--- src/rtl/seg_scan_pkg.sv ---
// Shared types and constants for the seven-segment scan controller.
// Optional feature macro used by seg_scan_ctrl: SEG_SCAN_LEADING_ZERO_BLANK_EN.
package seg_scan_pkg;

    // Scan sequencer states; explicit encodings keep the register layout stable.
    typedef enum logic [1:0] {
        StPrime = 2'd0,
        StBlank = 2'd1,
        StDrive = 2'd2
    } scan_state_e;

    // Active-high a..g patterns, bit 0 = segment a; entry 0 is the rightmost element.
    localparam logic [15:0][6:0] HEX7_TABLE = {
        7'h71, 7'h79, 7'h5E, 7'h39, 7'h7C, 7'h77, 7'h6F, 7'h7F,
        7'h07, 7'h7D, 7'h6D, 7'h66, 7'h4F, 7'h5B, 7'h06, 7'h3F
    };

    // All segments (including dp) dark, before polarity is applied.
    localparam logic [7:0] SEG_OFF = 8'h00;

endpackage

--- src/rtl/seg_scan_ctrl_hex7seg.sv ---
// Combinational hex nibble to active-high a..g decoder; polarity is the parent's job.
module hex7seg
    import seg_scan_pkg::*;
(
    input  logic [3:0] nibble,
    output logic [6:0] segs
);

    assign segs = HEX7_TABLE[nibble];

endmodule

--- src/rtl/seg_scan_ctrl.sv ---
// Time-multiplexed scan controller for a shared seven-segment display.
// Each digit slot is SCAN_DIV cycles: BLANK_CYCLES dark, then the digit is driven.
// Display data is snapshotted once per frame so mid-frame updates never tear.
// Optional: define SEG_SCAN_LEADING_ZERO_BLANK_EN to dark leading-zero digits.
module seg_scan_ctrl
    import seg_scan_pkg::*;
#(
    parameter int unsigned DIGITS       = 4,
    parameter int unsigned SCAN_DIV     = 25000,
    parameter int unsigned BLANK_CYCLES = 500,
    parameter int unsigned ACTIVE_LOW   = 1
) (
    input  logic                  clk,
    input  logic                  rst,
    input  logic [4*DIGITS-1:0]   digits,
    input  logic [DIGITS-1:0]     dp,
    input  logic [DIGITS-1:0]     digit_en,
    output logic [DIGITS-1:0]     sel,
    output logic [7:0]            seg,
    output logic                  frame_start
);

    localparam int unsigned CW           = (SCAN_DIV > 1) ? $clog2(SCAN_DIV) : 1;
    localparam int unsigned IW           = (DIGITS > 1) ? $clog2(DIGITS) : 1;
    localparam int unsigned DRIVE_CYCLES = SCAN_DIV - BLANK_CYCLES;

    localparam logic [CW-1:0] BLANK_LAST = CW'((BLANK_CYCLES > 0) ? BLANK_CYCLES - 1 : 0);
    localparam logic [CW-1:0] DRIVE_LAST = CW'(DRIVE_CYCLES - 1);
    localparam logic [IW-1:0] IDX_LAST   = IW'(DIGITS - 1);

    // Idle pin levels after polarity.
    localparam logic [DIGITS-1:0] SEL_IDLE = (ACTIVE_LOW != 0) ? {DIGITS{1'b1}} : {DIGITS{1'b0}};
    localparam logic [7:0]        SEG_IDLE = (ACTIVE_LOW != 0) ? ~SEG_OFF : SEG_OFF;

    scan_state_e         state_q, state_d;
    logic [CW-1:0]       cnt_q, cnt_d;
    logic [IW-1:0]       idx_q, idx_d;
    logic                load_snap;

    logic [4*DIGITS-1:0] snap_digits_q;
    logic [DIGITS-1:0]   snap_dp_q;
    logic [DIGITS-1:0]   snap_en_q;
    logic [DIGITS-1:0]   snap_lz_q;
    logic [DIGITS-1:0]   lz_mask;

    logic [DIGITS-1:0]   sel_q, sel_d, sel_ah;
    logic [7:0]          seg_q, seg_d, seg_ah;
    logic                fs_q, fs_d;

    logic [3:0]          cur_nib;
    logic [6:0]          hex_segs;

`ifdef SEG_SCAN_LEADING_ZERO_BLANK_EN
    // Mark digits i>0 whose nibble and every higher nibble are zero.
    always_comb begin
        logic upper_zero;
        upper_zero = 1'b1;
        lz_mask    = '0;
        for (int i = int'(DIGITS) - 1; i > 0; i--) begin
            upper_zero = upper_zero & (digits[4*i +: 4] == 4'h0);
            lz_mask[i] = upper_zero;
        end
    end
`else
    assign lz_mask = '0;
`endif

    // Slot sequencer: PRIME once after reset, then BLANK/DRIVE per digit.
    always_comb begin
        state_d   = state_q;
        cnt_d     = cnt_q + 1'b1;
        idx_d     = idx_q;
        load_snap = 1'b0;
        fs_d      = 1'b0;
        unique case (state_q)
            StPrime: begin
                load_snap = 1'b1;
                fs_d      = 1'b1;
                idx_d     = '0;
                cnt_d     = '0;
                state_d   = (BLANK_CYCLES == 0) ? StDrive : StBlank;
            end
            StBlank: begin
                if (cnt_q == BLANK_LAST) begin
                    cnt_d   = '0;
                    state_d = StDrive;
                end
            end
            StDrive: begin
                if (cnt_q == DRIVE_LAST) begin
                    cnt_d   = '0;
                    state_d = (BLANK_CYCLES == 0) ? StDrive : StBlank;
                    if (idx_q == IDX_LAST) begin
                        // Frame boundary: fresh snapshot and restart at digit 0.
                        idx_d     = '0;
                        load_snap = 1'b1;
                        fs_d      = 1'b1;
                    end else begin
                        idx_d = idx_q + 1'b1;
                    end
                end
            end
            default: begin
                state_d = StPrime;
                cnt_d   = '0;
            end
        endcase
    end

    assign cur_nib = snap_digits_q[{idx_q, 2'b00} +: 4];

    hex7seg u_hex7seg (
        .nibble (cur_nib),
        .segs   (hex_segs)
    );

    // Pin values for the current state; a suppressed digit keeps its select only for dp.
    always_comb begin
        sel_ah = '0;
        seg_ah = SEG_OFF;
        if (state_q == StDrive && snap_en_q[idx_q]) begin
            if (!snap_lz_q[idx_q] || snap_dp_q[idx_q]) begin
                sel_ah[idx_q] = 1'b1;
            end
            seg_ah = {snap_dp_q[idx_q], snap_lz_q[idx_q] ? 7'h00 : hex_segs};
        end
        sel_d = (ACTIVE_LOW != 0) ? ~sel_ah : sel_ah;
        seg_d = (ACTIVE_LOW != 0) ? ~seg_ah : seg_ah;
    end

    // Sequencer state and frame snapshot.
    always_ff @(posedge clk) begin
        if (rst) begin
            state_q       <= StPrime;
            cnt_q         <= '0;
            idx_q         <= '0;
            snap_digits_q <= '0;
            snap_dp_q     <= '0;
            snap_en_q     <= '0;
            snap_lz_q     <= '0;
        end else begin
            state_q <= state_d;
            cnt_q   <= cnt_d;
            idx_q   <= idx_d;
            if (load_snap) begin
                snap_digits_q <= digits;
                snap_dp_q     <= dp;
                snap_en_q     <= digit_en;
                snap_lz_q     <= lz_mask;
            end
        end
    end

    // Registered pin drivers.
    always_ff @(posedge clk) begin
        if (rst) begin
            sel_q <= SEL_IDLE;
            seg_q <= SEG_IDLE;
            fs_q  <= 1'b0;
        end else begin
            sel_q <= sel_d;
            seg_q <= seg_d;
            fs_q  <= fs_d;
        end
    end

    assign sel         = sel_q;
    assign seg         = seg_q;
    assign frame_start = fs_q;

endmodule

--- config.mk ---
export PLATFORM = sky130hd
export DESIGN_NAME = seg_scan_ctrl
export DESIGN_NICKNAME = d
export VERILOG_FILES = /design/src/rtl/seg_scan_pkg.sv /design/src/rtl/seg_scan_ctrl_hex7seg.sv /design/src/rtl/seg_scan_ctrl.sv
export SDC_FILE = /design/constraint.sdc
export NUM_CORES = 1
export LEC_CHECK = 0
export CAP_MARGIN = 20
export CORE_MARGIN = 2
export CORE_UTILIZATION = 47
export CTS_BUF_LIST = sky130_fd_sc_hd__clkbuf_16
export DETAILED_ROUTE_END_ITERATION = 12
export PLACE_DENSITY = 0.71
export REMOVE_ABC_BUFFERS = 1
export SKIP_CTS_REPAIR_TIMING = 1
export SLEW_MARGIN = 20
export SYNTH_ARGS = -nofsm -noshare
export SYNTH_HDL_FRONTEND = slang
export SYNTH_SLANG_ARGS = --single-unit
--- constraint.sdc ---
create_clock -name clk -period 2.5 [get_ports clk]
set_input_delay 0.375 -clock clk [delete_from_list [all_inputs] [get_ports clk]]
set_output_delay 0.375 -clock clk [all_outputs]
set_load 0.01 [all_outputs]
==> results of run 1 <==
[worst max-delay path by stage]
stage | startpoint | endpoint | cells past startpoint
floorplan | idx_q[0]$_SDFFE_PP0P_ | seg[3]$_SDFF_PP1_ | 6
global placement | idx_q[0]$_SDFFE_PP0P_ | seg[3]$_SDFF_PP1_ | 6
detailed placement | idx_q[0]$_SDFFE_PP0P_ | seg[3]$_SDFF_PP1_ | 6
CTS | idx_q[0]$_SDFFE_PP0P_ | seg[3]$_SDFF_PP1_ | 6
global route | idx_q[0]$_SDFFE_PP0P_ | seg[3]$_SDFF_PP1_ | 6
finish | idx_q[0]$_SDFFE_PP0P_ | seg[3]$_SDFF_PP1_ | 6
[Yosys cell counts, types with 3 or more instances]
master and n:
or3_1 3, inv_1 11, nor4_1 3, mux2i_1 25, ha_1 15, a21oi_1 4
nand3_1 7, xnor2_1 5, nand2_1 62, nor3_1 14, mux4_2 7, clkbuf_1 10
nand4_1 4, o221ai_1 3, buf_6 4, xor2_1 6, dfxtp_1 56, nor2_1 4
[state kept, by name, indices dropped and copies added (netlist names)]
name and count:
seg 8, snap_en_q 4, sel 4, cnt_q 15, state_q 2, frame_start 1
snap_digits_q 16, snap_dp_q 4, idx_q 2
[metal layers]
layer  wire (um)  track usage (%)  vias to the layer above
li1            -                -                     1030
met1        2420             21.6                      911
met2        2230             26.7                       32
met3         163             4.52                        8
met4          78             6.38                        0
met5           0                0                        -
[area by class of cell]
type / count / area [um2]
fillers: 479 / 2280
flip-flops and latches: 56 / 1120
clock inverters: 2 / 8.76
inverters: 12 / 45.0
repair buffers: 40 / 395
well taps: 72 / 90.1
clock buffers: 5 / 125
multi-input cells: 194 / 1440
[power breakdown]
part	total, mW	internal (mW)	switching [mW]
sequential	1.09	1.02	0.0659
combinational	0.782	0.361	0.421
clock	0.653	0.361	0.292
total	2.53	1.75	0.779
[layout by cell type (no fill, tap or decap), drive strengths merged, types with 2 or more instances in the layout]
| cell | n |
|---|---|
| or4 | 2 |
| dfxtp | 56 |
| nor2b | 2 |
| clkinv | 2 |
| mux2i | 25 |
| nand2 | 62 |
| a32o | 2 |
| a211oi | 2 |
| mux4 | 7 |
| nor2 | 4 |
| o221ai | 3 |
| nor3 | 14 |
| nor4 | 4 |
| nor3b | 2 |
| a21oi | 5 |
| nand3 | 7 |
| xnor2 | 5 |
| or3 | 3 |
| clkdlybuf4s50 | 38 |
| xor2 | 6 |
| inv | 12 |
| buf | 2 |
| o31ai | 2 |
| and3 | 2 |
| nand4 | 4 |
| clkbuf | 5 |
| and4 | 2 |
| ha | 15 |
| nand4b | 2 |
[worst register-to-register path, stage by stage (launching register included)]
cell	delay [ps]
dfxtp_1	540
mux4_2	630
inv_1	140
ha_1	170
inv_1	50
mux4_2	430
nand2b_1	140
[metrics by stage]
| stage | util (%) | hold slack (ps) |
|---|---|---|
| after floorplan | - | 435 |
| after global placement | 56.1 | 445 |
| after detailed placement | 56.1 | 453 |
| after CTS | 58.6 | 462 |
| after global routing | 58.6 | 478 |
| final | 58.6 | 457 |
[kinds of logic after synthesis]
family	Yosys count	synth area share, %
AND/OR/NAND/NOR	115	21.1
buffers and inverters	27	4.94
multiplexers	32	15.2
XOR/XNOR	11	3.59
AO/OA/AOI/OAI	21	6.47
adder cells (fa/ha/maj)	15	6.99
flip-flops	56	41.7
==> metrics.cfg, run 1 <==
[run_status]
outcome=finished clean

[setup_path]
critPathMaxStageDelay_ps=630
critPathLaunchType=flip-flop
cp_max_fo=6
ff2ff_path_depth=6
arrival_ps=2390
rr_endpoint=seg[3]$_SDFF_PP1_
crit_path_end_kind=flip-flop
reg2reg_from=idx_q[0]$_SDFFE_PP0P_
path_buf_inv=2
cpLargestDelayFamily=multiplexers
critPathKind=flip-flop to flip-flop
slowest_stage=mux4_2
rrSetupSlack_ps=280
critPathRequiredTime_ps=2670
crit_chain=mux4_2 > inv_1 > ha_1 > inv_1 > mux4_2 > nand2b_1

[logic_synthesis]
synth_edf_count=0
synth_top_cell_by_area=dfxtp_1
synth_top_flop_cell=dfxtp_1
synth_area_leaders=dfxtp_1, mux2i_1, nand2_1, ha_1, mux4_2
yosysWarnings=0
synth_area_per_cell_um2=9.70
ys_seq_area_share_pct=41.7
syn_inst=277
synth-seq-cells=56
synth_top_area_share_pct=41.7
ys_async_sr_fraction_pct=0
synth_cell_types=43
synthesis.area_um2=2690

[clocking]
h-tree-depth=2
cts_tree=done
cts_buffers=5
cts.reportedPaths.clkPinSlew_ps=70
clkLatencyLatePin_ps=290
clockBufferDepth=2
root_buffer=clkbuf_16
cts.sinks=56

[die]
design.core.area_um2=5510
pin_count=39
start_util_pct=48.8
rows=27
dieArea_um2=6340
die_x_um=79.6
dieHeight_um=79.6

[timing]
slew_headroom_pct=29.7
tightestPinTransition_ps=1050
setup_tns_ps=0
finClkSkew_ps=7.03
setup_violations=0
finalCritPeriodShare_pct=88.7
clock.fmax_mhz=451
layout_setup_ws_ps=283
drv_slew=0
fin_crit_ps=2220
final_hold_viol_count=0
rsz0062_at_grt=false

[global_route]
grt_max_degree=51
grt_antenna_before_repair=0
grt_pass1_vias=1869
grt_util_all_layers_pct=16.7
grt-ovfl-total=0
grt_pass1_wl_um=8300

[min_path]
holdPathEnd=snap_dp_q[1]$_SDFFE_PP0P_
holdPathStages=2
hold_path_startpoint=snap_dp_q[1]$_SDFFE_PP0P_
hp-class=flip-flop to flip-flop

[place]
placed_area_um2=3090
dpl.cell_count=374
dp_worst_setup_slack_ps=256
io_buffers=38
dp_hpwl_um=3510
gp_congestion=0.885

[layout]
diodes=0
drive_gt1_share_pct=6.80
area_growth_pct=20.1
fin_nets=350
fin_cells=381
fin_area_um2=3230

[route]
drtAntennaViolNets=0
wl_per_cell_um=12.8
drt_iter0_markers=67
via_per_inst=5.20
drt_wl_total_um=4890
vias=1981
post-route-drc-count=0
drt_first_pass_iters=4

[power]
p_leak_nw=1.20
peakVddDrop_mv=0.449
p_total_mw=2.53
power_density_nw_per_um2=783

[flow_run]
drv_cap=0

Note: power is estimated with default switching activity, not from simulation.
==> run 2: changes to the inputs <==
--- a/config.mk
+++ b/config.mk
@@ -10,10 +10,11 @@
 export CORE_UTILIZATION = 47
 export CTS_BUF_LIST = sky130_fd_sc_hd__clkbuf_16
 export DETAILED_ROUTE_END_ITERATION = 12
-export PLACE_DENSITY = 0.71
+export PLACE_DENSITY = 0.7
 export REMOVE_ABC_BUFFERS = 1
 export SKIP_CTS_REPAIR_TIMING = 1
 export SLEW_MARGIN = 20
 export SYNTH_ARGS = -nofsm -noshare
 export SYNTH_HDL_FRONTEND = slang
+export SYNTH_HIERARCHICAL = 1
 export SYNTH_SLANG_ARGS = --single-unit
==> constraint.sdc (replaced) <==
create_clock -name clk -period 2.5 [get_ports clk]
set_input_delay 0.25 -clock clk [delete_from_list [all_inputs] [get_ports clk]]
set_output_delay 0.25 -clock clk [all_outputs]
set_load 0.01 [all_outputs]
==> run 2 against run 1 <==
Against the previous run: cell area up 2.5%; non-clock buffer count grew 3; sequential cell count is the same.
==> metrics.cfg, run 2 <==
[global_route]
grt_antenna_before_repair=0
grt-ovfl-total=0
grt_pass1_wl_um=8710
grt_util_all_layers_pct=17.3
grt_max_degree=39
grt_pass1_vias=1895

[setup_path]
crit_path_end_kind=flip-flop
arrival_ps=2300
cp-startpoint=idx_q[0]$_SDFFE_PP0P_
cpLargestDelayFamily=multiplexers
critPathMaxStageDelay_ps=590
critPathKind=flip-flop to flip-flop
critPathLaunchType=flip-flop
rrSetupSlack_ps=440
cp_common_cell=inv_1
reg2reg_from=idx_q[0]$_SDFFE_PP0P_
cp_max_fo=5
crit_chain=mux4_2 > inv_1 > ha_1 > inv_1 > mux4_1 > nand2_1
critPathRequiredTime_ps=2740
slowest_stage=mux4_2
path_buf_inv=2

[route]
via_per_inst=5.13
vias=2031
wl_per_cell_um=12.7
drtAntennaViolNets=0
drt_wl_total_um=5040
drt_iter0_markers=114
drt_first_pass_iters=4
post-route-drc-count=0

[timing]
tightestPinTransition_ps=607
whs_ps=456
slew_headroom_pct=59.5
final_hold_viol_count=0
rsz0062_at_grt=false
setup_tns_ps=0
finalCritPeriodShare_pct=82.5
finClkSkew_ps=3.73
clock.fmax_mhz=485
fin_crit_ps=2060
drv_slew=0
setup_violations=0

[die]
start_util_pct=49.0
pin_count=39
design.core.area_um2=5570
dieArea_um2=6440
rows=27
dieHeight_um=80.3
die_x_um=80.3

[layout]
fin_area_um2=3310
diodes=0
top_register=snap_digits_q
fin_nets=365
fin_cells=396
fin_util_pct=59.3
area_growth_pct=21.0
layout_commonest_cell=nand2_1
layout_common_cells=nand2_1, dfxtp_1, clkdlybuf4s50_1
largest_reg_flops=16
drive_gt1_share_pct=8.33

[clocking]
clkLatencyLatePin_ps=290
clockBufferDepth=2
root_buffer=clkbuf_16
cts.sinks=56
h-tree-depth=2
cts_tree=done
cts.reportedPaths.clkPinSlew_ps=70
cts_buffers=5

[logic_synthesis]
synthesis.area_um2=2730
synth_area_leaders=dfxtp_1, mux2i_1, nand2_1, ha_1, mux4_2
synth_area_per_cell_um2=9.52
synth_top_area_share_pct=41.0
synth_cell_types=43
ys_seq_area_share_pct=41.0
synth_top_cell_by_area=dfxtp_1
synth_top_flop_cell=dfxtp_1
ys_async_sr_fraction_pct=0
synth-seq-cells=56
yosysMostFrequentCell=nand2_1
yosysWarnings=6
syn_inst=287
synth_edf_count=0
synth_common_cells=nand2_1, dfxtp_1, mux2i_1, ha_1, nor2_1

[place]
dp_hpwl_um=3670
gp_congestion=0.803
placed_area_um2=3170
io_buffers=38
dpl.cell_count=388

[power]
seqPwrFrac_pct=43.0
pwr-share-clk_pct=25.8
p_comb_share_pct=31.2
power_switching_mw=0.774
peakVddDrop_mv=0.406
p_leak_nw=1.25
swShare_pct=30.2
p_int_mw=1.79
power_density_nw_per_um2=775

[min_path]
hold_path_startpoint=snap_dp_q[2]$_SDFFE_PP0P_
hp-class=flip-flop to flip-flop

[run_status]
outcome=finished clean

[flow_run]
drv_cap=0

==> run 2: cell types whose count changed after synthesis, moves of 3 or more <==
cell,previous run,this run
mux2_2,0,3
clkbuf_1,10,6
nor3_1,14,5
o221ai_1,3,0
nand2_1,62,65
and3_1,2,5
nor2_1,4,16
a21oi_1,4,7
==> run 2: final cells by class <==
class	instances	area [um2]
fill	497	2270
multi-input combinational	203	1470
sequential	56	1120
timing repair buffer	43	430
clock buffer	5	125
tap	72	90.1
inverter	14	52.6
clock inverter	3	15.0
==> run 2: worst register-to-register path: stages, from the launching register on <==
cell,delay (ps)
dfxtp_1,430
mux4_2,600
inv_1,140
ha_1,250
inv_1,50
mux4_1,480
nand2_1,70
==> run 2: routing by layer <==
| metal | vias up | GRT usage [%] | routed length [um] |
|---|---|---|---|
| met3 | 7 | 3.48 | 155 |
| met4 | 0 | 6.95 | 89 |
| met2 | 35 | 27.8 | 2360 |
| li1 | 1043 | - | - |
| met1 | 946 | 22.7 | 2430 |
| met5 | - | 0 | 0 |
==> run 2: cells by family (layout without fill, tap and decap cells) <==
logic type | Yosys count | count (layout) | synth area share [%]
and+or+nand+nor | 119 | 119 | 20.6
adders and majority gates | 16 | 16 | 7.33
buffers and inverters | 28 | 65 | 5.08
xor gates and xnor gates | 12 | 12 | 3.85
DFF | 56 | 56 | 41.0
muxes | 36 | 36 | 16.2
AOI/OAI and AO/OA | 20 | 20 | 5.95
==> run 2: stage by stage <==
stage / setup slack (ps) / total power [mW]
global placement: 508 / 1.90
global route: 328 / 2.71
finish: 437 / 2.56
floorplan: 315 / 1.71
CTS: 420 / 2.58
detailed placement: 445 / 1.92
==> run 2: final timing paths <==
| path | endpoint | depth (start not counted) |
|---|---|---|
| worst min register to register | snap_dp_q[2]$_SDFFE_PP0P_ | 2 |
| worst min-delay path | snap_dp_q[2]$_SDFFE_PP0P_ | 2 |
| worst max register to register | seg[3]$_SDFF_PP1_ | 6 |
| worst max-delay path | seg[3]$_SDFF_PP1_ | 6 |
==> run 2: power by group through the flow <==
stage / registers (mW) / clock network, mW / logic (mW)
after floorplan: 1.10 / 0 / 0.607
after global placement: 1.12 / 0 / 0.781
after detailed placement: 1.12 / 0 / 0.801
after CTS: 1.10 / 0.674 / 0.804
after global routing: 1.12 / 0.712 / 0.884
final: 1.10 / 0.661 / 0.798
==> run 3: changes to the inputs <==
==> constraint.sdc (replaced) <==
create_clock -name clk -period 2.1 [get_ports clk]
set_input_delay 0.21 -clock clk [delete_from_list [all_inputs] [get_ports clk]]
set_output_delay 0.21 -clock clk [all_outputs]
set_load 0.01 [all_outputs]
==> run 3 against run 2 <==
Against the previous run: die area is the same; first-iteration DRC count is 16% lower; highest routed layer unchanged; worst setup slack got worse by 310 ps; sequential cell count unchanged; cell area grew 0.53%.
==> metrics.cfg, run 3 (synthesis gave the netlist of run 2 again) <==
[run_status]
outcome=finished clean

[clocking]
clockBufferDepth=2
cts.reportedPaths.clkPinSlew_ps=70
cts_buffers=5
clkLatencyLatePin_ps=290
root_buffer=clkbuf_16
cts.sinks=56
cts_tree=done
h-tree-depth=2

[layout]
fin_area_um2=3320
area_growth_pct=21.7
fin_util_pct=59.6
nFillCells=494
fin_nets=366
diodes=0
drive_gt1_share_pct=9.54
largest_reg_flops=16
fin_cells=397
top_register=snap_digits_q
layout_common_cells=nand2_1, dfxtp_1, clkdlybuf4s50_1
layout_commonest_cell=nand2_1

[global_route]
grt_antenna_before_repair=0
grt-ovfl-total=0
grt_util_all_layers_pct=17.3
grt_max_degree=51
grt_pass1_wl_um=8940
grt_pass1_vias=2031

[route]
via_per_inst=5.18
post-route-drc-count=0
wl_per_cell_um=12.9
drt_wl_total_um=5140
vias=2057
drt_first_pass_iters=4
drt_iter0_markers=96
drtAntennaViolNets=0

[timing]
whs_ps=459
clock.fmax_mhz=506
drv_slew=0
setup_violations=0
finClkSkew_ps=4.64
final_hold_viol_count=0
layout_setup_ws_ps=124
finalCritPeriodShare_pct=94.1
slew_headroom_pct=48.8
fin_crit_ps=1980
tightestPinTransition_ps=766
rsz0062_at_grt=false
setup_tns_ps=0

[setup_path]
ff2ff_path_depth=5
crit_path_end_kind=flip-flop
crit_chain=mux4_2 > inv_1 > ha_1 > mux4_1 > nand2_1
arrival_ps=2220
cp_max_fo=4
cpLargestDelayFamily=multiplexers
path_depth=5
critPathKind=flip-flop to flip-flop
slowest_stage=mux4_2
path_buf_inv=1
critPathLaunchType=flip-flop
critPathRequiredTime_ps=2340
critPathMaxStageDelay_ps=570

[place]
dp_worst_setup_slack_ps=61.4
gp_congestion=0.820
placed_area_um2=3170
io_buffers=38
dpl.cell_count=389
dp_hpwl_um=3640

[min_path]
hp-class=flip-flop to flip-flop
holdPathStages=2

[flow_run]
drv_cap=0

[die]
die_x_um=80.3
dieArea_um2=6440
dieHeight_um=80.3
design.core.area_um2=5570
pin_count=39
rows=27
start_util_pct=49.0

[power]
seqPwrFrac_pct=41.8
pwr-share-clk_pct=26.3
power_switching_mw=0.968
p_total_mw=3.14
p_comb_share_pct=31.9
p_leak_nw=1.25
p_int_mw=2.17
swShare_pct=30.8
power_density_nw_per_um2=944
peakVddDrop_mv=0.572

-- run 3: layer usage --
layer	track usage, %	vias to the layer above	wire (um)
li1	-	1047	-
met1	22.9	963	2550
met2	28.8	42	2340
met3	3.03	5	190
met4	4.75	0	56
met5	0	-	0
-- run 3: cell type report --
type | instances | area [um2] | share of cell area, %
tap | 72 | 90.1 | 2.71
multi-input combinational | 203 | 1470 | 44.3
clock buffer | 5 | 125 | 3.76
clock inverter | 3 | 23.8 | 0.715
timing repair buffer | 44 | 438 | 13.2
sequential | 56 | 1120 | 33.8
inverter | 14 | 52.6 | 1.58
-- run 3: path summary, 6_finish.rpt --
path / start / slack [ps] / end
max: idx_q[0]$_SDFFE_PP0P_ / 120 / seg[3]$_SDFF_PP1_
min: snap_digits_q[7]$_SDFFE_PP0P_ / 460 / snap_digits_q[7]$_SDFFE_PP0P_
max reg2reg: idx_q[0]$_SDFFE_PP0P_ / 120 / seg[3]$_SDFF_PP1_
min reg2reg: snap_digits_q[7]$_SDFFE_PP0P_ / 460 / snap_digits_q[7]$_SDFFE_PP0P_
-- run 3: power by group through the flow --
stage          clock network [mW]  logic (mW)  registers, mW
5_1_grt                     0.887        1.10           1.33
3_3_place_gp                    0       0.975           1.33
6_report                    0.826        1.00           1.31
4_1_cts                     0.851       0.999           1.31
3_5_place_dp                    0       0.994           1.34
2_1_floorplan                   0       0.722           1.31
-- run 3: tightest hold or removal path, stage by stage, from the launching register on --
cell and delay [ps]:
dfxtp_1 310, nand2_1 50, mux2i_1 60
